File: config.mk
export PLATFORM = sky130hd
export DESIGN_NAME = phase_adc_reader
export DESIGN_NICKNAME = d
export VERILOG_FILES = /design/src/rtl/adc_pkg.sv /design/src/rtl/adc_sclk_tick.sv /design/src/rtl/phase_adc_reader.sv
export SDC_FILE = /design/constraint.sdc
export NUM_CORES = 1
export LEC_CHECK = 0
export CAP_MARGIN = 20
export CORE_UTILIZATION = 45
export CTS_BUF_LIST = sky130_fd_sc_hd__clkbuf_4
export CTS_CLUSTER_DIAMETER = 120
export DETAILED_ROUTE_END_ITERATION = 12
export PLACE_DENSITY_LB_ADDON = 0.1
export SKIP_CTS_REPAIR_TIMING = 1
export SYNTH_ARGS = -nofsm -noshare
export SYNTH_HDL_FRONTEND = slang
export SYNTH_HIERARCHICAL = 1
export SYNTH_SLANG_ARGS = --single-unit
File: constraint.sdc
create_clock -name Clock -period 2.5 [get_ports Clock]
set_clock_uncertainty 0.1 [all_clocks]
set_input_delay 0.375 -clock Clock [delete_from_list [all_inputs] [get_ports Clock]]
set_output_delay 0.375 -clock Clock [all_outputs]
set_load 0.02 [all_outputs]
File: src/rtl/adc_pkg.sv
// Shared types and frame constants for the phase-wire ADC reader.
// The frame is 16 bits; the lead bits must read back as zero.
package adc_pkg;

    typedef enum logic [1:0] {
        IDLE  = 2'd0,
        SETUP = 2'd1,
        SHIFT = 2'd2,
        HOLD  = 2'd3
    } adc_state_t;

    localparam int ADC_FRAME_BITS     = 16;
    localparam int ADC_DATA_BITS      = 12;
    localparam int ADC_LEAD_BITS      = 4;
    localparam int ADC_ADDR_FIRST_BIT = 2;
    localparam int ADC_CHAN_BITS      = 3;

    // Index of the SCLK event that closes the frame (one past the 16th rise).
    localparam logic [4:0] ADC_EDGE_LAST = 5'd31;

    // DIN value for frame bit idx: the channel address is sent MSB first.
    function automatic logic frame_bit(input logic [ADC_CHAN_BITS-1:0] addr,
                                       input logic [3:0] idx);
        logic bit_v;
        case (idx)
            4'(ADC_ADDR_FIRST_BIT):     bit_v = addr[2];
            4'(ADC_ADDR_FIRST_BIT + 1): bit_v = addr[1];
            4'(ADC_ADDR_FIRST_BIT + 2): bit_v = addr[0];
            default:                    bit_v = 1'b0;
        endcase
        return bit_v;
    endfunction

    function automatic logic frame_error(input logic [ADC_FRAME_BITS-1:0] frame);
        return |frame[ADC_FRAME_BITS-1 -: ADC_LEAD_BITS];
    endfunction

endpackage

File: src/rtl/adc_sclk_tick.sv
// Half-period tick generator: pulses once every CLK_DIV cycles while not cleared.
// Clearing holds the count at zero so the first tick lands CLK_DIV-1 cycles later.
module adc_sclk_tick #(
    parameter int CLK_DIV = 25
) (
    input  logic clk,
    input  logic rst,
    input  logic clear,
    output logic tick
);

    localparam int CNT_W = (CLK_DIV > 1) ? $clog2(CLK_DIV) : 1;

    logic [CNT_W-1:0] cnt_r;
    logic             tick_s;

    assign tick_s = (cnt_r == CNT_W'(CLK_DIV - 1));
    assign tick   = tick_s;

    // Half-period counter, wraps on each tick.
    always_ff @(posedge clk) begin
        if (rst) begin
            cnt_r <= {CNT_W{1'b0}};
        end else if (clear || tick_s) begin
            cnt_r <= {CNT_W{1'b0}};
        end else begin
            cnt_r <= cnt_r + CNT_W'(1);
        end
    end

endmodule

File: src/rtl/phase_adc_reader.sv
// Continuous SPI reader for the 8-channel 12-bit phase-wire ADC.
// Results lag the addressed channel by one frame, so the first frame only primes.
module phase_adc_reader
    import adc_pkg::*;
#(
    parameter int CLK_DIV = 25
) (
    input  logic                     Clock,
    input  logic                     Reset,
    input  logic                     Enable,
    input  logic [ADC_CHAN_BITS-1:0] ChannelSelect,
    input  logic                     AdcMiso,
    output logic                     AdcCsN,
    output logic                     AdcSclk,
    output logic                     AdcMosi,
    output logic [ADC_DATA_BITS-1:0] PhaseWireVoltage,
    output logic [ADC_CHAN_BITS-1:0] SampleChannel,
    output logic                     SampleValid,
    output logic                     FrameError,
    output logic                     Busy
);

    adc_state_t state_r, state_s;
    logic       tick_s;
    logic       clear_s;

    logic                      csn_r, csn_s;
    logic                      sclk_r, sclk_s;
    logic                      mosi_r, mosi_s;
    logic                      busy_r, busy_s;
    logic                      primed_r, primed_s;
    logic [ADC_CHAN_BITS-1:0]  addr_r, addr_s;
    logic [ADC_CHAN_BITS-1:0]  prev_addr_r, prev_addr_s;
    logic [ADC_FRAME_BITS-1:0] shift_r, shift_s;
    logic [4:0]                edge_r, edge_s;
    logic [ADC_DATA_BITS-1:0]  data_r, data_s;
    logic [ADC_CHAN_BITS-1:0]  chan_r, chan_s;
    logic                      err_r, err_s;
    logic                      valid_r, valid_s;

    assign clear_s = (state_r == IDLE);

    adc_sclk_tick #(
        .CLK_DIV(CLK_DIV)
    ) u_tick (
        .clk  (Clock),
        .rst  (Reset),
        .clear(clear_s),
        .tick (tick_s)
    );

    // FSM state register.
    always_ff @(posedge Clock) begin
        if (Reset) begin
            state_r <= IDLE;
        end else begin
            state_r <= state_s;
        end
    end

    // FSM next-state decode.
    always_comb begin
        state_s = state_r;
        case (state_r)
            IDLE: begin
                if (Enable) state_s = SETUP;
                else        state_s = IDLE;
            end
            SETUP: begin
                if (tick_s) state_s = SHIFT;
                else        state_s = SETUP;
            end
            SHIFT: begin
                if (tick_s && (edge_r == ADC_EDGE_LAST)) state_s = HOLD;
                else                                     state_s = SHIFT;
            end
            HOLD: begin
                if (tick_s && Enable)  state_s = SETUP;
                else if (tick_s)       state_s = IDLE;
                else                   state_s = HOLD;
            end
            default: state_s = IDLE;
        endcase
    end

    // FSM output decode: next values for the pin, shift and result registers.
    always_comb begin
        csn_s       = csn_r;
        sclk_s      = sclk_r;
        mosi_s      = mosi_r;
        busy_s      = busy_r;
        primed_s    = primed_r;
        addr_s      = addr_r;
        prev_addr_s = prev_addr_r;
        shift_s     = shift_r;
        edge_s      = edge_r;
        data_s      = data_r;
        chan_s      = chan_r;
        err_s       = err_r;
        valid_s     = 1'b0;
        case (state_r)
            IDLE: begin
                if (Enable) begin
                    csn_s  = 1'b0;
                    busy_s = 1'b1;
                    addr_s = ChannelSelect;
                end else begin
                    busy_s = 1'b0;
                end
            end
            SETUP: begin
                if (tick_s) begin
                    sclk_s = 1'b0;
                    mosi_s = frame_bit(addr_r, 4'd0);
                    edge_s = 5'd0;
                end else begin
                    sclk_s = 1'b1;
                end
            end
            SHIFT: begin
                if (tick_s && (edge_r == ADC_EDGE_LAST)) begin
                    csn_s       = 1'b1;
                    prev_addr_s = addr_r;
                    if (primed_r) begin
                        data_s  = shift_r[ADC_DATA_BITS-1:0];
                        chan_s  = prev_addr_r;
                        err_s   = frame_error(shift_r);
                        valid_s = 1'b1;
                    end else begin
                        primed_s = 1'b1;
                    end
                end else if (tick_s && !edge_r[0]) begin
                    sclk_s  = 1'b1;
                    shift_s = {shift_r[ADC_FRAME_BITS-2:0], AdcMiso};
                    edge_s  = edge_r + 5'd1;
                end else if (tick_s) begin
                    sclk_s = 1'b0;
                    mosi_s = frame_bit(addr_r, edge_r[4:1] + 4'd1);
                    edge_s = edge_r + 5'd1;
                end else begin
                    edge_s = edge_r;
                end
            end
            HOLD: begin
                if (tick_s && Enable) begin
                    csn_s  = 1'b0;
                    busy_s = 1'b1;
                    addr_s = ChannelSelect;
                end else if (tick_s) begin
                    busy_s = 1'b0;
                end else begin
                    csn_s = 1'b1;
                end
            end
            default: begin
                csn_s  = 1'b1;
                sclk_s = 1'b1;
                busy_s = 1'b0;
            end
        endcase
    end

    // Pin, datapath and result registers.
    always_ff @(posedge Clock) begin
        if (Reset) begin
            csn_r       <= 1'b1;
            sclk_r      <= 1'b1;
            mosi_r      <= 1'b0;
            busy_r      <= 1'b0;
            primed_r    <= 1'b0;
            addr_r      <= {ADC_CHAN_BITS{1'b0}};
            prev_addr_r <= {ADC_CHAN_BITS{1'b0}};
            shift_r     <= {ADC_FRAME_BITS{1'b0}};
            edge_r      <= 5'd0;
            data_r      <= {ADC_DATA_BITS{1'b0}};
            chan_r      <= {ADC_CHAN_BITS{1'b0}};
            err_r       <= 1'b0;
            valid_r     <= 1'b0;
        end else begin
            csn_r       <= csn_s;
            sclk_r      <= sclk_s;
            mosi_r      <= mosi_s;
            busy_r      <= busy_s;
            primed_r    <= primed_s;
            addr_r      <= addr_s;
            prev_addr_r <= prev_addr_s;
            shift_r     <= shift_s;
            edge_r      <= edge_s;
            data_r      <= data_s;
            chan_r      <= chan_s;
            err_r       <= err_s;
            valid_r     <= valid_s;
        end
    end

    assign AdcCsN           = csn_r;
    assign AdcSclk          = sclk_r;
    assign AdcMosi          = mosi_r;
    assign Busy             = busy_r;
    assign PhaseWireVoltage = data_r;
    assign SampleChannel    = chan_r;
    assign FrameError       = err_r;
    assign SampleValid      = valid_r;

endmodule

# --- Word level (Yosys, flattened, before mapping) ---
# Cells that the tools add are included.
classes:
  n_addsub: 3
  eq_ne: 18
  muxes: 33
  n_bitwise: 2
  reduce_logical: 21
op_table:
  columns: ["op", "count"]
  rows:
  - ["$mux 5", 4]
  - ["$mux 1", 16]
  - ["$ne 2x2->1 const B", 7]
  - ["$reduce_and 3->1", 4]
  - ["$add 5x1->5 const B", 2]
  - ["$eq 5x5->1 const B", 2]
  - ["$pmux 5 s2", 1]
  - ["$ne 3x3->1 const B", 3]
  - ["$eq 4x2->1 const B", 2]
  - ["$pmux 2 s4", 1]
  - ["$reduce_and 4->1", 2]
  - ["$mux 2", 3]
  - ["$mux 3", 2]
  - ["$pmux 1 s2", 3]
  - ["$pmux 1 s3", 2]
  - ["$pmux 3 s2", 1]
  - ["$reduce_and 5->1", 1]
  - ["$add 4x1->4 const B", 1]
  - ["$eq 2x2->1 const B", 2]
  - ["$eq 4x3->1 const B", 1]
  - ["$reduce_and 2->1", 2]
  - ["$reduce_bool 2->1", 2]
  - ["$reduce_or 4->1", 1]
  - ["$logic_and 1x1->1", 3]
  - ["8 further kinds", 9]
totals:
  regBits: 56
  inputBits: 7
  out_inout_bits: 21
  elab_cells: 92

# --- Logic depth before layout (Yosys ltp) ---
logic_depth:
  ltp_word: 7
  mapped_depth: 9
  mapped_depth_nobuf: 6

# --- By module ---
# The synthesis kept the hierarchy.
by_module_without_submodules:
  columns: ["mod", "instances", "cells_per_inst", "area_per_inst_um2", "seq_area_each_um2"]
  rows:
  - ["phase_adc_reader", 1, 255, 2237.1, 1021.0]
  - ["adc_sclk_tick", 1, 22, 212.7, 100.1]

# --- Least setup slack after synthesis ---
# Ideal clock, no wire load.
synth_timing:
  path_kind: "reg-to-reg"
  startpoint: "register edge_r[0]"
  endpoint: "register data_r[0], in the netlist PhaseWireVoltage[0]"
  t_arrival_ns: 1.584
  slack_ns: 0.674
  stages_incl_launch_ff: 9
  synth_period_minus_slack_ns: 1.826
  cell_sequence: "dfxtp_1 -> ha_1 -> and3_1 -> ha_1 -> buf_4 -> nand4_2 -> buf_2 -> nand2_1 -> a21oi_1"
synth_via:
  elab_chain_len: 3
synth_rtl:
  columns: ["item", "line", "rtl"]
  rows:
  - ["start, declared", "phase_adc_reader.sv:35", "logic [4:0] edge_r, edge_s;"]
  - ["start signal, assigned", "phase_adc_reader.sv:188", "edge_r <= edge_s;"]
  - ["$eq 5x5->1", "phase_adc_reader.sv:121", "if (tick_s && (edge_r == ADC_EDGE_LAST)) begin"]
  - ["$logic_and 1x1->1", "phase_adc_reader.sv:121", null]
  - ["$reduce_and 3->1 (no line)", null, null]
  - ["end signal, assigned", "phase_adc_reader.sv:175", "data_r <= {ADC_DATA_BITS{1'b0}};"]
  - ["end signal, assigned", "phase_adc_reader.sv:189", "data_r <= data_s;"]
  - ["end, declared", "phase_adc_reader.sv:36", "logic [ADC_DATA_BITS-1:0] data_r, data_s;"]
# No other way between the ends.
# A chain may end at the register's enable or synchronous reset.

# --- Worst setup path after layout ---
layout_timing:
  startpoint: "register edge_r[0]"
  endpoint: "register mosi_r, in the netlist AdcMosi"
layout_via:
  elab_chain_len: 4
layout_rtl:
  columns: ["item", "line", "rtl"]
  rows:
  - ["$eq 5x5->1 / $logic_not 1->1 (equally long branches)", "phase_adc_reader.sv:121, phase_adc_reader.sv:132", null]
  - ["$logic_and 1x1->1, on equally long branches", "phase_adc_reader.sv:121, phase_adc_reader.sv:132", null]
  - ["$ne 2x2->1 (no line)", null, null]
  - ["$reduce_and 5->1 (no line) *", null, null]
  - ["end signal, assigned", "phase_adc_reader.sv:182", "mosi_r <= mosi_s;"]
  - ["end, declared", "phase_adc_reader.sv:29", "logic mosi_r, mosi_s;"]
# Mark *: on every way between the ends. The rest lies on a longest branch, timed or not.

==> out/results.ini <==
[sta]
clock.fmax_mhz=447
worst_pin_slew_ps=681
setup_viol_count_final=0
fin_tns_setup_ps=0
hold_viol=0
max-slew-margin-rel_pct=54.6
rsz0062_at_grt=false
period_share_pct=89.5
finalMaxSlewViolations=0
period_needed_ps=2240

[die]
fp.dieArea_mm2=0.00574
num_io_pins=28
start_util_pct=47.4
rows=26
die_h_um=75.8
dieWidth_um=75.8
coreArea_mm2=0.00517

[drt]
drc=0
wl_mm=4.56
drt_first_pass_iters=4
ant_nets=0
drt_iter0_drc=110
via_per_inst=5.10
wl_per_cell_um=12.4
vias=1876

[placement]
place_hpwl_mm=2.92
io_buffer_count=27
place_area_mm2=0.00271
gp_congestion=0.756

[power_and_ir_drop]
p_comb_share_pct=4.9
switching_share_pct=20.8
p_clk_share_pct=37.1
vdd_drop_max_mv=0.391
intPower_w=0.00124
p_per_area_mw_per_mm2=558
p_leak_nw=0.950
p_sw_w=0.000326
power_frac_seq_pct=58.0

[cts]
clkLatencyLatePin_ps=380
tritoncts=built
cts-buffers-inserted=5
cts-root-buf=clkbuf_4
numClockSinks=56
clk_path_buf_depth=2
cts.reportedPaths.clkPinSlew_ps=150
htreeDepth=2

[logic_synthesis]
synth_compound_area_share_pct=17.2
synth.net_count=292
synth.most_common_cell=nand2_1
yosys.area_share.simple_pct=21.6
synth_top_area_cell=dfxtp_1
synthCells=277
synth_edf_count=0
synth_top_area_share_pct=45.8
synth_cell_types=45
muxShareOfSynthArea_pct=2.50
synth_seq_cells=56
synth_xor_area_share_pct=1.79
synth_commonest_cells=nand2_1 (69), dfxtp_1 (56), a21oi_1 (30), nor2_1 (15), a21oi_2 (12)
synth.area.top_cells=dfxtp_1 (46%), nand2_1 (11%), a21oi_1 (6.1%), a21oi_2 (4.3%), ha_1 (4.1%)
syn_area_mm2=0.00245
seq_area_frac_synth_pct=45.8
synth_top_family_by_area=simple AND/OR/NAND/NOR gates
async_flop_share_pct=0
syn_avg_cell_area_um2=8.84
synth_flop_cell=dfxtp_1
ys_warn_count=6
synth_adder_area_share_pct=4.09

[setup_path]
cpMaxStageDelayCell=dfxtp_1
start_kind=flip-flop
required_ps=2730
crit_fanout=15
cp_num_buf_inv=0
critPathKind=reg2reg
cpLargestDelayFamily=simple AND/OR/NAND/NOR gates
critPathCaptureType=flip-flop
cp_common_cell=ha_1
worstPathArrival_ps=2460
crit_chain=ha_1, and3_1, ha_1, and4b_2, nor3_1, a32o_1
critPathMaxStageDelay_ps=530

[cells_and_area]
fin_area_mm2=0.00281
fin_util_pct=54.3
antenna_cells=0
area_growth_pct=14.6
fin_nets=313
drive_gt1_share_pct=11.7

[global_routing]
antenna_found_initial=0
grt_max_degree=31
grtUsageTotal_pct=17.8
grt_pass1_vias=1716
grt_pass1_wl_mm=7.85
grt-ovfl-total=0

[run_status]
status=complete, no violations

[run]
cap_violations=0

[worst_hold_path]
hold_path_class=in2reg

-- final timing paths --
path,slack (ps),end,startpoint,cells past startpoint
max,260,AdcMosi$_SDFFE_PP0P_,edge_r[0]$_SDFFE_PP0P_,6
min,330,prev_addr_r[2]$_SDFFE_PP0P_,Reset,2
max reg2reg,260,AdcMosi$_SDFFE_PP0P_,edge_r[0]$_SDFFE_PP0P_,6
min reg2reg,360,FrameError$_SDFFE_PP0P_,FrameError$_SDFFE_PP0P_,2
-- power by group through the flow --
stage / combinational (W) / clock (W) / sequential, W
after detailed placement: 0.0000771 / 0 / 0.000928
after global routing: 0.0000862 / 0.000639 / 0.000911
after CTS: 0.0000774 / 0.000602 / 0.000910
final: 0.0000769 / 0.000581 / 0.000909
after global placement: 0.0000770 / 0 / 0.000928
after floorplan: 0.0000475 / 0 / 0.000930
-- per-layer routing --
layer / global-route usage (%) / up-vias / wire [um] / part of all wire [%]
li1: - / 974 / - / -
met1: 25.2 / 866 / 2410 / 53
met2: 26.6 / 30 / 1930 / 42
met3: 3.97 / 6 / 158 / 3.5
met4: 5.76 / 0 / 65 / 1.4
met5: 0 / - / 0 / 0
-- kinds of logic after synthesis --
kind of cell,Yosys count
simple gates,113
compound gates,62
flops,56
buf+inv,27
fa+ha+maj,8
mux,6
xor+xnor,5
-- through the flow --
step	power [W]	cells	worst slack (ps)	hold WS, ps
2_1_floorplan	0.000978	277	674	330
3_3_place_gp	0.00101	361	398	342
3_5_place_dp	0.00101	361	328	345
4_1_cts	0.00159	368	277	311
5_1_grt	0.00164	368	35.5	351
6_report	0.00157	368	262	332
-- worst reg2reg max path, delay by kind of cell, from the launching register on --
kind,cells,cell delay (ps)
adders and majority gates,2,650
DFF,1,530
AOI/OAI and AO/OA,1,180
and+or+nand+nor,3,750
-- final cells by class --
class	count	area, um2
flip-flops and latches	56	1120
inverters	8	30.0
fillers	484	2360
repair buffers	33	310
multi-input cells	194	1160
clock buffers	5	37.5
well taps	70	87.6
clock inverters	2	60.1
-- sequential cells by signal, summed over array words and instances (netlist names), 2 cells and up --
name and cells:
SampleChannel 3, edge_r 5, prev_addr_r 3, addr_r 3, shift_r 16, PhaseWireVoltage 12
state_r 2, u_tick/cnt_r 5
-- placed cells by master, fill, tap and decap left out, types with 3 or more instances in the layout --
cell,netlist,routed
nand3_1,5,5
o21ai_0,7,7
inv_1,8,8
a21oi_1,30,30
nor2_1,15,15
dfxtp_1,56,56
nor3_1,4,4
buf_4,6,6
nand2_1,69,69
mux2i_1,5,5
clkbuf_4,0,5
clkdlybuf4s50_1,0,26
ha_1,8,8
and3b_1,3,3
a21oi_2,12,12
xor2_1,3,3
No activity file was read; power rests on OpenSTA's default activity.
